### src/rtl/dm_port_arbiter.sv
// Round-robin arbiter sharing the single-ported data memory between the core
// instruction controller and the program/data loader; all outputs registered.
module dm_port_arbiter #(
   parameter int MemSize    = 10,
   parameter int DataSize   = 32,
   parameter int DM_LATENCY = 1,
   parameter int CntSize    = 16
) (
   input  logic                clock,
   input  logic                reset,
   input  logic                core_req,
   input  logic                core_write,
   input  logic [MemSize-1:0]  core_addr,
   input  logic [DataSize-1:0] core_wdata,
   output logic                core_gnt,
   output logic                core_done,
   output logic [DataSize-1:0] core_rdata,
   input  logic                ld_req,
   input  logic                ld_write,
   input  logic [MemSize-1:0]  ld_addr,
   input  logic [DataSize-1:0] ld_wdata,
   output logic                ld_gnt,
   output logic                ld_done,
   output logic [DataSize-1:0] ld_rdata,
   output logic                dm_enable,
   output logic                dm_fetch,
   output logic                dm_write,
   output logic [MemSize-1:0]  dm_address,
   output logic [DataSize-1:0] dm_in,
   input  logic [DataSize-1:0] dm_out,
   output logic                busy,
   output logic [CntSize-1:0]  conflict_cnt
);

   typedef enum logic [1:0] {ST_IDLE, ST_ISSUE, ST_WAIT, ST_DONE} state_t;

   localparam logic [2:0] WAIT_INIT = 3'(DM_LATENCY - 1);

   state_t     state_reg, state_next;
   logic       owner_reg, owner_next;       // 1 = loader owns the current access
   logic       write_reg, write_next;
   logic       last_ld_reg;                 // 1 = loader won the previous arbitration
   logic [2:0] wait_cnt_reg;
   logic       start, conflict, sel_ld, capture;

   always_comb begin
      state_next = state_reg;
      start      = 1'b0;
      conflict   = 1'b0;
      sel_ld     = 1'b0;
      case (state_reg)
         ST_IDLE: begin
            if (core_req && ld_req) begin
               start    = 1'b1;
               conflict = 1'b1;
               sel_ld   = ~last_ld_reg;
            end else if (core_req) begin
               start = 1'b1;
            end else if (ld_req) begin
               start  = 1'b1;
               sel_ld = 1'b1;
            end
            if (start)
               state_next = ST_ISSUE;
         end
         ST_ISSUE: state_next = write_reg ? ST_DONE : ST_WAIT;
         ST_WAIT:  if (wait_cnt_reg == 3'd0) state_next = ST_DONE;
         ST_DONE:  state_next = ST_IDLE;
         default:  state_next = ST_IDLE;
      endcase
      owner_next = start ? sel_ld : owner_reg;
      write_next = start ? (sel_ld ? ld_write : core_write) : write_reg;
      capture    = (state_reg == ST_WAIT) && (wait_cnt_reg == 3'd0);
   end

   always_ff @(posedge clock or negedge reset) begin
      if (!reset) begin
         state_reg    <= ST_IDLE;
         owner_reg    <= 1'b0;
         write_reg    <= 1'b0;
         last_ld_reg  <= 1'b1;
         wait_cnt_reg <= 3'd0;
         core_gnt     <= 1'b0;
         core_done    <= 1'b0;
         core_rdata   <= '0;
         ld_gnt       <= 1'b0;
         ld_done      <= 1'b0;
         ld_rdata     <= '0;
         dm_enable    <= 1'b0;
         dm_fetch     <= 1'b0;
         dm_write     <= 1'b0;
         dm_address   <= '0;
         dm_in        <= '0;
         busy         <= 1'b0;
         conflict_cnt <= '0;
      end else begin
         state_reg <= state_next;
         owner_reg <= owner_next;
         write_reg <= write_next;

         if (start) begin
            last_ld_reg <= sel_ld;
            dm_address  <= sel_ld ? ld_addr  : core_addr;
            dm_in       <= sel_ld ? ld_wdata : core_wdata;
         end

         if (conflict && (conflict_cnt != {CntSize{1'b1}}))
            conflict_cnt <= conflict_cnt + 1'b1;

         // Latency countdown is loaded on entry to ISSUE and runs down in WAIT
         if (state_next == ST_ISSUE)
            wait_cnt_reg <= WAIT_INIT;
         else if ((state_reg == ST_WAIT) && (wait_cnt_reg != 3'd0))
            wait_cnt_reg <= wait_cnt_reg - 3'd1;

         if (capture) begin
            if (owner_reg)
               ld_rdata <= dm_out;
            else
               core_rdata <= dm_out;
         end

         dm_enable <= (state_next == ST_ISSUE);
         dm_fetch  <= (state_next == ST_ISSUE) && !write_next;
         dm_write  <= (state_next == ST_ISSUE) &&  write_next;
         busy      <= (state_next != ST_IDLE);
         core_gnt  <= (state_next != ST_IDLE) && !owner_next;
         ld_gnt    <= (state_next != ST_IDLE) &&  owner_next;
         core_done <= (state_next == ST_DONE) && !owner_next;
         ld_done   <= (state_next == ST_DONE) &&  owner_next;
      end
   end

endmodule

### config.mk
export PLATFORM = sky130hd
export DESIGN_NAME = dm_port_arbiter
export DESIGN_NICKNAME = d
export VERILOG_FILES = /design/src/rtl/dm_port_arbiter.sv
export SDC_FILE = /design/constraint.sdc
export NUM_CORES = 1
export LEC_CHECK = 0
export ABC_AREA = 1
export BUFFER_PORTS_ARGS = -buffer_cell sky130_fd_sc_hd__buf_2
export CORE_MARGIN = 10
export CORE_UTILIZATION = 48
export CTS_CLUSTER_SIZE = 28
export DETAILED_ROUTE_END_ITERATION = 8
export GPL_ROUTABILITY_DRIVEN = 1
export PLACE_DENSITY = 0.86
export REMOVE_ABC_BUFFERS = 1
export SLEW_MARGIN = 20
export SYNTH_ARGS = -nofsm -noshare
export SYNTH_HDL_FRONTEND = slang
export SYNTH_SLANG_ARGS = --single-unit
### constraint.sdc
create_clock -name clock -period 2 [get_ports clock]
set_clock_uncertainty 0.05 [all_clocks]
set_input_delay 0 -clock clock [delete_from_list [all_inputs] [get_ports clock]]
set_output_delay 0 -clock clock [all_outputs]
set_load 0.01 [all_outputs]
==> results.md <==
- In the synthesized netlist the dominant register cell turns out to be sky130_fd_sc_hd__dfrtp_1.
- Routability-driven placement finished with a final weighted congestion of 0.873.
- The largest single stage delay on the critical path is about 0.38 ns.
- The mean area per synthesized cell is roughly 8.6 um^2.
- Across the run, the number of max-cap violations was 0.
- In the synthesized netlist, the cells that appear most often are sky130_fd_sc_hd__nand2_1, sky130_fd_sc_hd__dfrtp_1, sky130_fd_sc_hd__o21ai_0.
- The cell area after synthesis is between 5000 and 6000 um^2.
- STA classifies the critical path endpoint as a flop.
- The total placed instance area is roughly 7500 um^2.
- In this run the standard cell core region covers between 10000 and 15000 um^2.
- The longest clock path from root to sink contains 2 buffers.
- For this configuration, the core starts out at a cell density of 0.492.
- The relative slew slack is 0.629.
- IR analysis of the VDD net gives a maximum drop of slightly below 900 uV.
- Entering global routing, the biggest net connects 85 pins.
- For this run, global-route usage on met2 was measured as 0.409.
- The flow ran to the end, and the final reports show no timing, DRC or antenna violations.
- In this run the worst path has a maximum fanout of 84.
- The initialized floorplan defines 40 standard-cell rows.
- Setup repair after global routing left no endpoint under its margin.
- The clock-pin slew of the registers on the worst-case setup and hold paths is around 0.070 ns.
- The first-pass GRT wire length is approximately 36000 um.
- Based on the critical path, the design can be clocked at up to 0.526 GHz.
- For the worst-skew pair, the clock arrives at the later sink with an insertion delay of ~0.43 ns.
- The routed layout has between 6000 and 7000 vias.
- The total wirelength of the detailed-routed design is about 23000 um.
- Of the synthesized area, sequential elements account for 0.582.
- The die width is about 130 um.
- The max-slew violation total from the final report was 0.
- The critical path start-end classification is flop to flop.
- The count of nets after finishing is about 1200.
- The met1 layer usage reported by global route is 0.282.
- Counting flops with a built-in enable in the synthesized netlist gives 0.
- Data on the critical path is required at its endpoint by between 2 and 2.5 ns.
- The die covers 17200 um^2.
- Traced cell by cell, the critical path runs through inv_1 > ha_1 > inv_1 > nor2_4 > buf_12 > nor2_1 > a31oi_1.
- The I/O pin count is roughly 250.
- In this run the static leakage power is 4.77 nW.
- The synthesis-to-finish area growth is 56.6%.
- The number of failing hold endpoints at the final stage is 0.
- Buffers inserted during clock tree synthesis total 17.
- The number of inserted filler cells in the final layout is around 740.
- The iteration-0 DRC count of the detailed router is 537.
- Yosys printed 0 warnings.
- In the routed design, unresolved DRC markers number 0.
- By area the synthesized netlist is led by sky130_fd_sc_hd__dfrtp_1, sky130_fd_sc_hd__nand2_1, sky130_fd_sc_hd__o21ai_0.
- The final critical path time including I/O delays and setup is around 1.9 ns.
- Global routing finished with a remaining overflow of 0.
- Counting flops with an async set or reset pin after synthesis yields a share of 1.00.
- By instance count, the cell type seen most on the critical path is sky130_fd_sc_hd__inv_1.
- Measured on the finished design, the core utilization comes to 0.770.
- The count of buffers added on input and output ports is 251.
- The final-report setup violation count is 0.
- The synthesized netlist contains 28 unique library cells.
- The met3 usage in global routing is 0.111.
- Of the post-synthesis cell area, the dominant cell type holds 0.578.
- The root buffer cell is sky130_fd_sc_hd__clkbuf_16.
- Counting every sink on the clock net gives 138.
- The number of global-route vias before repair was approximately 6900.
- The depth of the CTS H-tree is 4.
- The layout cell share with drive strength beyond 1 is 0.285.
- After global routing, the most crowded layer is met2.
- The cell with the most instances after synthesis is sky130_fd_sc_hd__nand2_1.
- The cell type with the highest aggregate area in the netlist is sky130_fd_sc_hd__dfrtp_1.
- The gate count of the mapped netlist is 688.
- After detailed routing, the number of vias per cell comes to 5.14.
- The synthesis-stage register bit count is about 140.
- Summing all non-filler instances in the final layout gives an area of 9290 um^2.
- The global routing usage summed across all routing layers is 0.259.
- The largest individual stage delay along the critical path comes from the cell sky130_fd_sc_hd__dfrtp_1.
- After detailed routing, the average wire length per cell comes to 18.0 um.
- The slew at the pin with the worst max-slew slack is roughly 0.56 ns.
- The tightest min-delay check is of the input port to asynchronous set/reset pin type.
- Timing analysis after detailed placement gives a worst setup slack of ~0.16 ns.
- The number of antenna violations at the first check in global routing is 10.
- The die extent in y is between 100 and 150 um.
- The startpoint type of the worst setup path is a flop.
- Dividing total power by cell area gives a power density of approximately 1400 nW/um^2.
- Adding up every negative setup slack in the final design gives 0 ns.
- The TritonCTS clock tree is yes.
- The worst setup slack after layout is between 0.09 and 0.1 ns.
- The first-pass iteration count of the detailed router is 5.
- The arrival time of the worst setup path is roughly 2.2 ns.
- The estimated wirelength of the detail-placed design is roughly 13000 um.
- The post-route fraction of the period consumed by the critical path is 0.951.
- The largest registers in the layout are core_rdata x32, dm_in x32, ld_rdata x32.
- The count of nets left with antenna violations once routing finished came out at 0.
## path summary, 6_finish.rpt
check                        startpoint         endpoint  slack, ns  depth (start not counted)
hold / removal                    reset  conflict_cnt[3]       0.07                          2
hold reg to reg            ld_rdata[21]     ld_rdata[21]       0.43                          2
setup reg to reg           state_reg[0]         dm_in[0]        0.1                          7
setup / recovery           state_reg[0]         dm_in[0]        0.1                          7
max in group asynchronous         reset   core_rdata[26]       1.18                          3
min in group clock          ld_wdata[3]         dm_in[3]       0.33                          4
## power breakdown
group	switching [mW]	internal [mW]	total [mW]
registers	0.737	4.04	4.77
logic	3.20	1.99	5.19
clock network	1.22	1.97	3.19
## placed cells by master, fill, tap and decap left out, types with 8 or more instances in the layout
cell type / instances
sky130_fd_sc_hd__buf_2: 250
sky130_fd_sc_hd__nand2_1: 232
sky130_fd_sc_hd__dfrtp_1: 137
sky130_fd_sc_hd__dlygate4sd3_1: 121
sky130_fd_sc_hd__o21ai_0: 73
sky130_fd_sc_hd__nor2_1: 63
sky130_fd_sc_hd__inv_1: 58
sky130_fd_sc_hd__a31oi_1: 43
sky130_fd_sc_hd__clkbuf_16: 17
sky130_fd_sc_hd__diode_2: 10
sky130_fd_sc_hd__nand3_1: 8
## cell type report
type | instances | area (um^2) | area share
sequential | 138 | 3450 | 0.372
timing repair buffer | 381 | 2630 | 0.283
multi-input combinational | 459 | 2140 | 0.231
clock buffer | 18 | 429 | 0.0462
inverter | 60 | 228 | 0.0245
tap | 168 | 210 | 0.0226
clock inverter | 13 | 171 | 0.0185
antenna | 10 | 25.0 | 0.00269
## timing repair
| item | 4_1_cts | 5_1_grt |
|---|---|---|
| buffers inserted | 0 | 0 |
| resized for setup | 0 | 1 |
| hold buffers | 121 | 0 |
| endpoints found under the hold margin | 249 | 0 |
| setup endpoints to repair | 0 | 1 |
## per-stage QoR
step / total power, mW / hold slack, ns / cells
finish: 13.1 / 0.0731 / 1247
global route: 14.0 / 0.108 / 1247
CTS: 12.9 / 0.0863 / 1237
detailed placement: 9.48 / -0.0363 / 1085
global placement: 9.32 / -0.0373 / 1085
floorplan: 7.20 / -0.346 / 657
## cell families (layout without fill, tap and decap cells)
family	count (synthesis)	count (layout)	share of synthesized area
XOR/XNOR	9	9	0.0133
buffers and inverters	91	472	0.0612
flip-flops	138	138	0.582
other	0	10	0
AND/OR/NAND/NOR	320	320	0.212
adder cells (fa/ha/maj)	7	7	0.0148
AO/OA/AOI/OAI	123	123	0.116
## layer usage
metal	vias to the layer above	routed length, um
met1	2968	8160
met5	-	0
met2	417	10600
met3	75	2630
li1	2945	-
met4	0	1080
## critical path: cells and delay by family (launching register included)
kind                       cells  cell delay [ns]
buffers and inverters          3             0.57
DFF                            1             0.38
and+or+nand+nor                2             0.27
AOI/OAI and AO/OA              1             0.26
adders and majority gates      1             0.22
No activity file was read; power rests on OpenSTA's default activity.
